--- src/rtl/nn_sched_pkg.sv ---
// Shared types and helpers for the neuron scheduler: job/result structs, FSM states, lane math.
// Latency: none (types, constants and pure functions only).
// Backpressure: not applicable.
package nn_sched_pkg;

  localparam int LANES      = 8;
  localparam int LANES_LOG2 = $clog2(LANES);

  localparam logic signed [23:0] RES_MAX = 24'sh7FFFFF;
  localparam logic signed [23:0] RES_MIN = 24'sh800000;

  typedef struct packed {
    logic [9:0]  ninputs;
    logic [10:0] neuron;
    logic [16:0] tbl;
    logic [16:0] oloc;
    logic [4:0]  postshift;
    logic [4:0]  neuronshift;
  } job_t;

  typedef struct packed {
    logic [23:0] data;
    logic [16:0] oloc;
    logic [10:0] neuron;
    logic [4:0]  neuronshift;
  } res_t;

  typedef enum logic [2:0] {IDLE, ISSUE, DRAIN, SHIFT, OUTPUT} state_t;

  // ceil(ninputs / LANES); 1023 inputs still fits in 8 bits (128 chunks)
  function automatic logic [7:0] nchunks_of(input logic [9:0] nin);
    return 8'((11'(nin) + 11'(LANES - 1)) >> LANES_LOG2);
  endfunction

  // Full mask except a partial final chunk, which keeps only the remainder lanes
  function automatic logic [LANES-1:0] lane_mask(input logic [9:0] nin, input logic [7:0] idx);
    logic [LANES_LOG2-1:0] rem;
    logic [LANES-1:0]      m;
    rem = nin[LANES_LOG2-1:0];
    m   = '1;
    if ((idx == nchunks_of(nin) - 8'd1) && (rem != '0)) begin
      m = (LANES'(1) << rem) - LANES'(1);
    end
    return m;
  endfunction

endpackage

--- src/rtl/nn_neuron_scheduler_if.sv ---
// Bundles the job, chunk, sum and result handshakes between the scheduler and its neighbours.
// Latency: none (wiring only).
// Backpressure: job_stop, chunk_stop and res_stop stall their respective push signals.
interface nn_neuron_scheduler_if;
  logic        job_push;
  logic        job_stop;
  logic [9:0]  job_ninputs;
  logic [10:0] job_neuron;
  logic [16:0] job_table;
  logic [16:0] job_oloc;
  logic [4:0]  job_postshift;
  logic [4:0]  job_neuronshift;

  logic        chunk_push;
  logic        chunk_stop;
  logic [16:0] chunk_waddr;
  logic [7:0]  chunk_lanes;
  logic        chunk_last;

  logic        sum_push;
  logic [47:0] sum_data;

  logic        res_push;
  logic        res_stop;
  logic [23:0] res_data;
  logic [16:0] res_oloc;
  logic [10:0] res_neuron;
  logic [4:0]  res_neuronshift;

  logic        busy;

  // Scheduler side
  modport master (
    input  job_push, job_ninputs, job_neuron, job_table, job_oloc, job_postshift, job_neuronshift,
    output job_stop,
    output chunk_push, chunk_waddr, chunk_lanes, chunk_last,
    input  chunk_stop,
    input  sum_push, sum_data,
    output res_push, res_data, res_oloc, res_neuron, res_neuronshift,
    input  res_stop,
    output busy
  );

  // Job source, calc datapath and writeback side
  modport slave (
    output job_push, job_ninputs, job_neuron, job_table, job_oloc, job_postshift, job_neuronshift,
    input  job_stop,
    input  chunk_push, chunk_waddr, chunk_lanes, chunk_last,
    output chunk_stop,
    output sum_push, sum_data,
    input  res_push, res_data, res_oloc, res_neuron, res_neuronshift,
    output res_stop,
    input  busy
  );
endinterface

--- src/rtl/nn_sat_shift.sv ---
// Arithmetic right shift of the accumulator, saturation to 24-bit signed, optional ReLU (NN_SCHED_RELU_EN).
// Latency: combinational; the caller registers the result.
// Backpressure: none.
module nn_sat_shift
  import nn_sched_pkg::*;
#(
  parameter int ACC_W = 56
) (
  input  logic signed [ACC_W-1:0] acc,
  input  logic [4:0]              shift,
  output logic [23:0]             res
);

  logic signed [ACC_W-1:0] shifted;
  logic signed [ACC_W-1:0] max_ext;
  logic signed [ACC_W-1:0] min_ext;

  assign shifted = acc >>> shift;
  assign max_ext = $signed({{(ACC_W-24){RES_MAX[23]}}, RES_MAX});
  assign min_ext = $signed({{(ACC_W-24){RES_MIN[23]}}, RES_MIN});

  // Clamp to the 24-bit signed range, then optionally drop negatives
  always_comb begin
    res = shifted[23:0];
    if (shifted > max_ext) begin
      res = RES_MAX;
    end else if (shifted < min_ext) begin
      res = RES_MIN;
    end
`ifdef NN_SCHED_RELU_EN
    if (res[23]) begin
      res = '0;
    end
`endif
  end

endmodule

--- src/rtl/nn_neuron_scheduler.sv ---
// Splits one neuron job into LANES-wide calc chunks, accumulates returned sums, emits a shifted/saturated result.
// Latency: first chunk request the cycle after accept; result 2 cycles after the last sum (ReLU via NN_SCHED_RELU_EN).
// Backpressure: job_stop outside IDLE; chunk request held under chunk_stop; result held under res_stop.
module nn_neuron_scheduler
  import nn_sched_pkg::*;
#(
  parameter int MAX_OUTSTANDING = 4,
  parameter int ACC_W           = 56
) (
  input  logic                  clk,
  input  logic                  reset,
  nn_neuron_scheduler_if.master bus
);

  state_t                  state;
  job_t                    job_q;
  job_t                    job_in;
  res_t                    res_q;
  logic [7:0]              nchunks;
  logic [7:0]              issued;
  logic [7:0]              returned;
  logic signed [ACC_W-1:0] acc;
  logic                    chunk_push_q;
  logic [16:0]             chunk_waddr_q;
  logic [7:0]              chunk_lanes_q;
  logic                    chunk_last_q;
  logic                    res_push_q;
  logic                    job_stop_q;
  logic                    busy_q;

  logic                    xfer;
  logic                    ret;
  logic [7:0]              issued_nx;
  logic [7:0]              returned_nx;
  logic [7:0]              out_nx;
  logic [7:0]              in_nchunks;
  logic signed [ACC_W-1:0] sum_ext;
  logic [23:0]             sat_res;

  assign job_in = '{ninputs: bus.job_ninputs, neuron: bus.job_neuron, tbl: bus.job_table,
                    oloc: bus.job_oloc, postshift: bus.job_postshift,
                    neuronshift: bus.job_neuronshift};

  // Counter look-ahead: registered chunk outputs are computed from post-edge counts
  assign xfer        = chunk_push_q && !bus.chunk_stop;
  assign ret         = bus.sum_push && ((state == ISSUE) || (state == DRAIN));
  assign issued_nx   = issued + {7'd0, xfer};
  assign returned_nx = returned + {7'd0, ret};
  assign out_nx      = issued_nx - returned_nx;
  assign in_nchunks  = nchunks_of(bus.job_ninputs);
  assign sum_ext     = $signed({{(ACC_W-48){bus.sum_data[47]}}, bus.sum_data});

  nn_sat_shift #(.ACC_W(ACC_W)) u_sat_shift (
    .acc   (acc),
    .shift (job_q.postshift),
    .res   (sat_res)
  );

  // Job FSM: issue chunks, collect sums, shift/saturate, present result
  always_ff @(posedge clk) begin
    if (!reset) begin
      state         <= IDLE;
      job_q         <= '0;
      res_q         <= '0;
      nchunks       <= '0;
      issued        <= '0;
      returned      <= '0;
      acc           <= '0;
      chunk_push_q  <= 1'b0;
      chunk_waddr_q <= '0;
      chunk_lanes_q <= '0;
      chunk_last_q  <= 1'b0;
      res_push_q    <= 1'b0;
      job_stop_q    <= 1'b1;
      busy_q        <= 1'b0;
    end else begin
      case (state)
        IDLE: begin
          job_stop_q <= 1'b0;
          if (bus.job_push && !job_stop_q) begin
            job_q      <= job_in;
            nchunks    <= in_nchunks;
            issued     <= '0;
            returned   <= '0;
            acc        <= '0;
            job_stop_q <= 1'b1;
            busy_q     <= 1'b1;
            if (job_in.ninputs == '0) begin
              state <= SHIFT;
            end else begin
              state         <= ISSUE;
              chunk_push_q  <= 1'b1;
              chunk_waddr_q <= job_in.tbl;
              chunk_lanes_q <= lane_mask(job_in.ninputs, 8'd0);
              chunk_last_q  <= (in_nchunks == 8'd1);
            end
          end
        end
        ISSUE: begin
          issued        <= issued_nx;
          returned      <= returned_nx;
          if (ret) acc  <= acc + sum_ext;
          chunk_push_q  <= (issued_nx < nchunks) && (out_nx < 8'(MAX_OUTSTANDING));
          chunk_waddr_q <= job_q.tbl + (17'(issued_nx) << LANES_LOG2);
          chunk_lanes_q <= lane_mask(job_q.ninputs, issued_nx);
          chunk_last_q  <= (issued_nx == nchunks - 8'd1);
          if (issued_nx == nchunks) state <= DRAIN;
        end
        DRAIN: begin
          returned     <= returned_nx;
          if (ret) acc <= acc + sum_ext;
          if (returned_nx == nchunks) state <= SHIFT;
        end
        SHIFT: begin
          res_q      <= '{data: sat_res, oloc: job_q.oloc, neuron: job_q.neuron,
                          neuronshift: job_q.neuronshift};
          res_push_q <= 1'b1;
          state      <= OUTPUT;
        end
        OUTPUT: begin
          if (!bus.res_stop) begin
            res_push_q <= 1'b0;
            busy_q     <= 1'b0;
            job_stop_q <= 1'b0;
            state      <= IDLE;
          end
        end
        default: state <= IDLE;
      endcase
    end
  end

  assign bus.job_stop        = job_stop_q;
  assign bus.busy            = busy_q;
  assign bus.chunk_push      = chunk_push_q;
  assign bus.chunk_waddr     = chunk_waddr_q;
  assign bus.chunk_lanes     = chunk_lanes_q;
  assign bus.chunk_last      = chunk_last_q;
  assign bus.res_push        = res_push_q;
  assign bus.res_data        = res_q.data;
  assign bus.res_oloc        = res_q.oloc;
  assign bus.res_neuron      = res_q.neuron;
  assign bus.res_neuronshift = res_q.neuronshift;

endmodule

--- src/flat_wrapper.sv ---
// flat-port wrapper written by rule: the top's interface ports become plain ports
module nn_neuron_scheduler_flat import nn_sched_pkg::*;
#(
  parameter int MAX_OUTSTANDING = 4,
  parameter int ACC_W           = 56
)
  (clk, reset, bus_job_push, bus_job_ninputs, bus_job_neuron, bus_job_table, bus_job_oloc, bus_job_postshift, bus_job_neuronshift, bus_job_stop, bus_chunk_push, bus_chunk_waddr, bus_chunk_lanes, bus_chunk_last, bus_chunk_stop, bus_sum_push, bus_sum_data, bus_res_push, bus_res_data, bus_res_oloc, bus_res_neuron, bus_res_neuronshift, bus_res_stop, bus_busy);
  nn_neuron_scheduler_if bus_i ();
  input  logic clk;
  input  logic reset;
  input wire logic [$bits(bus_i.job_push)-1:0] bus_job_push;
  input wire logic [$bits(bus_i.job_ninputs)-1:0] bus_job_ninputs;
  input wire logic [$bits(bus_i.job_neuron)-1:0] bus_job_neuron;
  input wire logic [$bits(bus_i.job_table)-1:0] bus_job_table;
  input wire logic [$bits(bus_i.job_oloc)-1:0] bus_job_oloc;
  input wire logic [$bits(bus_i.job_postshift)-1:0] bus_job_postshift;
  input wire logic [$bits(bus_i.job_neuronshift)-1:0] bus_job_neuronshift;
  output wire logic [$bits(bus_i.job_stop)-1:0] bus_job_stop;
  output wire logic [$bits(bus_i.chunk_push)-1:0] bus_chunk_push;
  output wire logic [$bits(bus_i.chunk_waddr)-1:0] bus_chunk_waddr;
  output wire logic [$bits(bus_i.chunk_lanes)-1:0] bus_chunk_lanes;
  output wire logic [$bits(bus_i.chunk_last)-1:0] bus_chunk_last;
  input wire logic [$bits(bus_i.chunk_stop)-1:0] bus_chunk_stop;
  input wire logic [$bits(bus_i.sum_push)-1:0] bus_sum_push;
  input wire logic [$bits(bus_i.sum_data)-1:0] bus_sum_data;
  output wire logic [$bits(bus_i.res_push)-1:0] bus_res_push;
  output wire logic [$bits(bus_i.res_data)-1:0] bus_res_data;
  output wire logic [$bits(bus_i.res_oloc)-1:0] bus_res_oloc;
  output wire logic [$bits(bus_i.res_neuron)-1:0] bus_res_neuron;
  output wire logic [$bits(bus_i.res_neuronshift)-1:0] bus_res_neuronshift;
  input wire logic [$bits(bus_i.res_stop)-1:0] bus_res_stop;
  output wire logic [$bits(bus_i.busy)-1:0] bus_busy;
  assign bus_i.job_push = bus_job_push;
  assign bus_i.job_ninputs = bus_job_ninputs;
  assign bus_i.job_neuron = bus_job_neuron;
  assign bus_i.job_table = bus_job_table;
  assign bus_i.job_oloc = bus_job_oloc;
  assign bus_i.job_postshift = bus_job_postshift;
  assign bus_i.job_neuronshift = bus_job_neuronshift;
  assign bus_job_stop = bus_i.job_stop;
  assign bus_chunk_push = bus_i.chunk_push;
  assign bus_chunk_waddr = bus_i.chunk_waddr;
  assign bus_chunk_lanes = bus_i.chunk_lanes;
  assign bus_chunk_last = bus_i.chunk_last;
  assign bus_i.chunk_stop = bus_chunk_stop;
  assign bus_i.sum_push = bus_sum_push;
  assign bus_i.sum_data = bus_sum_data;
  assign bus_res_push = bus_i.res_push;
  assign bus_res_data = bus_i.res_data;
  assign bus_res_oloc = bus_i.res_oloc;
  assign bus_res_neuron = bus_i.res_neuron;
  assign bus_res_neuronshift = bus_i.res_neuronshift;
  assign bus_i.res_stop = bus_res_stop;
  assign bus_busy = bus_i.busy;
  nn_neuron_scheduler #(.MAX_OUTSTANDING(MAX_OUTSTANDING), .ACC_W(ACC_W)) u_core (.clk(clk), .reset(reset), .bus(bus_i));
endmodule
--- config.mk ---
export PLATFORM = sky130hd
export DESIGN_NAME = nn_neuron_scheduler_flat
export DESIGN_NICKNAME = d
export VERILOG_FILES = /design/src/rtl/nn_sched_pkg.sv /design/src/rtl/nn_neuron_scheduler_if.sv /design/src/rtl/nn_sat_shift.sv /design/src/rtl/nn_neuron_scheduler.sv /design/src/flat_wrapper.sv
export SDC_FILE = /design/constraint.sdc
export NUM_CORES = 1
export LEC_CHECK = 0
export CORE_UTILIZATION = 52
export CTS_CLUSTER_DIAMETER = 60
export DETAILED_ROUTE_END_ITERATION = 16
export PLACE_DENSITY = 0.78
export SLEW_MARGIN = 20
export SYNTH_ARGS = -nofsm -noshare
export SYNTH_HDL_FRONTEND = slang
export SYNTH_SLANG_ARGS = --single-unit
--- constraint.sdc ---
create_clock -name clk -period 3.7 [get_ports clk]
set_input_delay 0.37 -clock clk [delete_from_list [all_inputs] [get_ports clk]]
set_output_delay 0.37 -clock clk [all_outputs]
set_load 0.05 [all_outputs]
* Yosys cells after proc, flatten, opt, wreduce, memory -nomap -nowiden
Index checks and enable logic that the tools add are counted.
Cells by class: add/subtract/negate cells 12, $lt $le $gt $ge 4, equal/unequal tests 15, shift operators 3, muxes and demuxes 34, reduce and logical (&&, ||, !) cells 28
Operators with widths (number):
- $mux 56 | 2
- $pmux 56 s2 | 1
- $add 56x48->56 | 1
- $gt 56x24->1 const B | 1
- $lt 56x24->1 const B | 1
- $sshr 56x5->56 | 1
- $mux 24 | 2
- $pmux 8 s2 | 3
- $mux 8 | 5
- $mux 17 | 2
- $pmux 17 s2 | 1
- $eq 8x8->1 | 4
- $sub 8x1->8 const B | 3
- $add 10x3->11 const B | 2
- $add 17x11->17 | 1
- $add 8x1->8 | 2
- $shl 1x3->8 const A | 2
- $sub 8x2->8 const B | 2
- $pmux 3 s5 | 1
- $mux 3 | 4
- $logic_not 10->1 | 1
- $pmux 1 s2 | 5
- $reduce_and 2->1 | 5
- $reduce_and 3->1 | 3
- other kinds (20) | 41
Storage, ports and cells: register bits after elaboration 235, input port bits 119, output and inout port bits 87, word-level logic and storage cells 118

* Depth between registers and ports, before layout
depth after elaboration 8, depth in mapped cells 19, mapped depth without buffers 16

* Hierarchy
A second synthesis with hierarchy kept.
Second synthesis, totals: cells, all modules 2205, area total of the unflattened synthesis 17170.2 sq um
Modules (own cells, without submodules):
- nn_neuron_scheduler | times used 1, cells an instance 1665, area each 13036.3 sq um, seq. area each 4704.5 sq um
- nn_sat_shift | times used 1, cells an instance 540, area each 4134.0 sq um, seq. area each 0.0 sq um

* Worst setup path before layout
Ideal clock, no wire load.
kind register -> register, start point register u_core.state[1], end point register u_core.chunk_push_q (netlist: u_core.bus.chunk_push), setup time 0.070 ns, arrival time 3.643 ns, data required time 3.630 ns, slack -0.013 ns, stages on the path, launching flop included 19, buffers on the path 3, period minus slack after synthesis 3.713 ns, path through dfxtp_1 clkbuf_1 nand2_1 a21o_1 clkbuf_1 nor2_1 clkbuf_1 ha_1 ha_1 inv_1 ha_1 a21o_1 a21oi_1 o21bai_1 a21oi_1 mux2i_1 nand3_1 mux2_2 a21oi_1
Between the ends: word-level cells in the longest chain between the ends 8, elaborated cells on any way between the ends 14, classes of those cells add/sub (2); order compare (1); eq/ne (4); mux (1); reduce/logical (6)
Ends and longest elaborated chain:
- start: declaration | RTL line nn_neuron_scheduler.sv:15 | state_t state;
- start signal: assignment | RTL line nn_neuron_scheduler.sv:62 | state <= IDLE;
- start signal: assignment | RTL line nn_neuron_scheduler.sv:89 | state <= SHIFT;
- start signal: assignment | RTL line nn_neuron_scheduler.sv:91 | state <= ISSUE;
- $eq 3x1->1 / $eq 3x2->1 (equally long branches) | RTL line nn_neuron_scheduler.sv:46, nn_neuron_scheduler.sv:77
- $logic_or 1x1->1 | RTL line nn_neuron_scheduler.sv:46 | assign ret = bus.sum_push && ((state == ISSUE) || (state == DRAIN));
- $logic_and 1x1->1 | RTL line nn_neuron_scheduler.sv:46
- $add 8x1->8 | RTL line nn_neuron_scheduler.sv:48 | assign returned_nx = returned + {7'd0, ret};
- $sub 8x8->8 | RTL line nn_neuron_scheduler.sv:49 | assign out_nx = issued_nx - returned_nx;
- $lt 8x3->1 | RTL line nn_neuron_scheduler.sv:103 | chunk_push_q <= (issued_nx < nchunks) && (out_nx < 8'(MAX_OUTSTANDING));
- $logic_and 1x1->1 | RTL line nn_neuron_scheduler.sv:103
- $pmux 1 s2 | RTL line nn_neuron_scheduler.sv:77 | case (state)
- end signal: assignment | RTL line nn_neuron_scheduler.sv:103
- end: declaration | RTL line nn_neuron_scheduler.sv:23 | logic chunk_push_q;
Several ways; a longest one is shown, not always the timed one. A chain may end at the register's enable or synchronous reset.

* Final worst setup path
start point register u_core.chunk_push_q (netlist: u_core.bus.chunk_push), end point register u_core.chunk_waddr_q[12] (netlist: u_core.bus.chunk_waddr[12])
Between the ends: word-level cells in the longest chain between the ends 4
Ends and longest elaborated chain:
- $logic_and 1x1->1 | RTL line nn_neuron_scheduler.sv:45 | assign xfer = chunk_push_q && !bus.chunk_stop;
- $add 8x1->8 | RTL line nn_neuron_scheduler.sv:47 | assign issued_nx = issued + {7'd0, xfer};
- $add 17x11->17 | RTL line nn_neuron_scheduler.sv:104 | chunk_waddr_q <= job_q.tbl + (17'(issued_nx) << LANES_LOG2);
- $pmux 17 s2 | RTL line nn_neuron_scheduler.sv:77
- end signal: assignment | RTL line nn_neuron_scheduler.sv:93 | chunk_waddr_q <= job_in.tbl;
- end signal: assignment | RTL line nn_neuron_scheduler.sv:104
- end: declaration | RTL line nn_neuron_scheduler.sv:24 | logic [16:0] chunk_waddr_q;
No other way between the ends.

==> flow_summary.ini <==
[status]
status = completed

[detailed_routing]
dr.pass1.iters = 6
ant_nets = 0
vias_per_cell = 6.13
wire_per_inst_um = 19.0
vias = 17600
wirelength_mm = 54.6
drtIter0Drc = 1806
route.detailed.drc = 0

[setup_path]
cp-end-kind = flop
slowest_delay_ps = 420
arrival_ps = 3930
worst-path-max-fanout = 6
critPathKind = reg2reg
slowest_stage = dfxtp_1
worst_ep_required_time_ps = 4150
path_cells = nor2b_1 -> ha_1 -> ha_1 -> buf_4 -> ha_1 -> a21o_1 -> a21oi_1 -> o21bai_1 -> a21oi_1 -> o21bai_1 -> a41o_1 -> xnor2_1 -> a21oi_1 -> a31o_2
critPathBufInv = 1
worstSetupStartpointType = flop
cp_top_family = compound AO/OA/AOI/OAI gates

[final_layout]
drive_gt1_share_pct = 9.45
finalInstanceArea_sq_um = 20800
layout.nets = 2616
insertedDiodeCount = 0
area_growth_pct = 20.6

[sta]
setup_tns_ps = 0
setup_ws_ps = 222
fin_crit_ps = 3480
timing.fmax_mhz = 288
rsz0062_at_grt = no
fin_skew_ps = 21.0
setup_viol = 0
relSlewSlack_pct = 33.2
drv_slew = 0
final-hold-violation-count = 0
worstMarginPinSlew_ps = 999
period_share_pct = 94.0

[clocking]
clock_sinks = 235
cts.repair.resized = 0
cts_tree = built
path_clk_slew_ps = 60
clk-insertion-delay-late_ps = 560
postCtsSetupBuffers = 0
cts_made_buffers = 29
htreeDepth = 1
postCtsHoldBufs = 0
clock_tree.buffer_depth = 3
cts_root_buf = clkbuf_16

[synthesis]
synth_area_leaders = dfxtp_1, nand2_1, a21oi_1
yosysWarnings = 0
synth_top_area_share_pct = 27.3
synth-seq-cells = 235
syn_avg_cell_area_sq_um = 7.64
ys_types = 79
syn_area_sq_um = 17200
yosysTopAreaCell = dfxtp_1
syn_inst = 2255
synth_nets = 2459
synth_edf_count = 0
async_reset_ff_share_pct = 0
synth-seq-area-share_pct = 27.3
yosys_most_used_dff = dfxtp_1

[global_routing]
use_met2_pct = 52.2
track_usage_pct = 31.5
grt_max_degree = 176
grt_pass1_wl_mm = 86.2
grt_util_met3_pct = 3.15
globalRouteOverflowTotal = 0
use_met1_pct = 42.5
antenna_found_initial = 0
grt_pass1_vias = 16300
gr-max-usage-layer = met2

[floorplanning]
io-pin-count = 206
num_rows = 66
start_util_pct = 53.0
die_h_um = 184
dieWidth_um = 184
coreArea_sq_um = 32500
dieArea_sq_um = 33900

[run]
cap_violations = 0

[placed_design]
io_buffers = 205
dpl_cell_area_sq_um = 19700
dp_hpwl_mm = 40.0
dpl_worst_slack_ps = 84.6
place_congestion = 0.969

[hold_path]
hp-class = in2reg

[power]
power.density_nw_per_um2 = 547
peakVddDrop_v = 0.000559
leakage_nw = 7.92
[registers in the layout, indices dropped and copies added (netlist names), 3 cells and up]
signal,flops
u_core.acc,56
u_core.bus.chunk_lanes,8
u_core.bus.chunk_waddr,17
u_core.bus.res_data,24
u_core.bus.res_neuron,11
u_core.bus.res_neuronshift,5
u_core.bus.res_oloc,17
u_core.issued,8
u_core.job_q,65
u_core.nchunks,8
u_core.returned,8
u_core.state,3
[metrics by stage]
step	utilization (%)	power (mW)	hold WS [ps]	cells
floorplan	-	6.77	432	2255
global placement	60.7	8.20	436	2823
detailed placement	60.7	8.27	446	2823
CTS	63.8	11.3	340	2876
global route	63.9	11.9	359	2876
finish	63.9	11.4	361	2876
[tightest hold or removal path, cell delays in order]
cell	delay (ps)
clkdlybuf4s50_1	390
nand2_1	60
a21oi_1	50
[path summary, 6_finish.rpt]
| kind | startpoint | to | slack (ps) | cells after the start |
|---|---|---|---|---|
| worst max-delay path | u_core.bus.chunk_push | u_core.bus.chunk_waddr[12] | 220 | 14 |
| worst min-delay path | bus_job_neuron[3] | u_core.job_q[47] | 360 | 3 |
| worst max register to register | u_core.bus.chunk_push | u_core.bus.chunk_waddr[12] | 220 | 14 |
| worst min register to register | u_core.job_q[18] | u_core.bus.res_oloc[8] | 450 | 2 |
[cell usage in the layout (no fill, tap or decap), types with 21 or more instances in the layout]
cell / instances
a211oi_1: 25
a211oi_2: 21
a21o_1: 29
a21oi_1: 253
a22oi_1: 37
buf_4: 64
clkbuf_16: 29
clkdlybuf4s50_1: 205
dfxtp_1: 230
ha_1: 83
inv_1: 46
mux2_2: 24
mux2i_1: 62
mux4_2: 44
nand2_1: 440
nand3_1: 54
nand4_1: 21
nor2_1: 204
nor3_1: 32
o211ai_1: 27
o21ai_0: 111
xnor2_1: 69
xor2_1: 37
[area by class of cell]
cell class / instances / area, sq um
fillers: 2853 / 11800
multi-input cells: 1824 / 11700
flip-flops and latches: 235 / 4710
repair buffers: 271 / 2570
clock buffers: 37 / 816
well taps: 442 / 553
clock inverters: 16 / 213
inverters: 51 / 194
[kinds of logic after synthesis]
logic type	after synthesis	share of synthesized area, %
DFF	235	27.3
muxes	131	11.0
adders and majority gates	85	6.26
and+or+nand+nor	869	21.9
AOI/OAI and AO/OA	633	23.3
buffers and inverters	196	4.88
xor gates and xnor gates	106	5.39
[routing by layer]
| metal | vias to the layer above | wire length (um) |
|---|---|---|
| li1 | 8393 | - |
| met1 | 8348 | 23600 |
| met2 | 757 | 25700 |
| met3 | 130 | 3510 |
| met4 | 0 | 1850 |
| met5 | - | 0 |
[synth_stat cells (9+ instances only)]
cell type and n:
clkbuf_1 101, buf_1 16, nand2_1 440, buf_2 16, mux4_2 44, a31oi_1 19
o21bai_1 12, o21ai_0 111, dfxtp_1 235, a21o_1 29, ha_1 83, a22oi_1 37
o211ai_1 27, nor3_1 34, and2_1 11, inv_1 46, a311oi_1 9, and3_1 13
nor2b_1 18, or3_1 14, nor4_1 9, mux2i_1 62, nor2_1 205, o21a_1 15
a211oi_1 25, nand2b_1 16, xor2_1 37, mux2_2 24, a211oi_2 21, xnor2_1 69
nand4_1 21, nand3b_1 9, a21oi_1 253, nand3_1 54
[power breakdown]
group | switching, mW | internal [mW]
Clock | 1.18 | 1.85
Combinational | 3.10 | 1.92
Sequential | 0.432 | 2.87
Power figures use the tool's default switching activity.
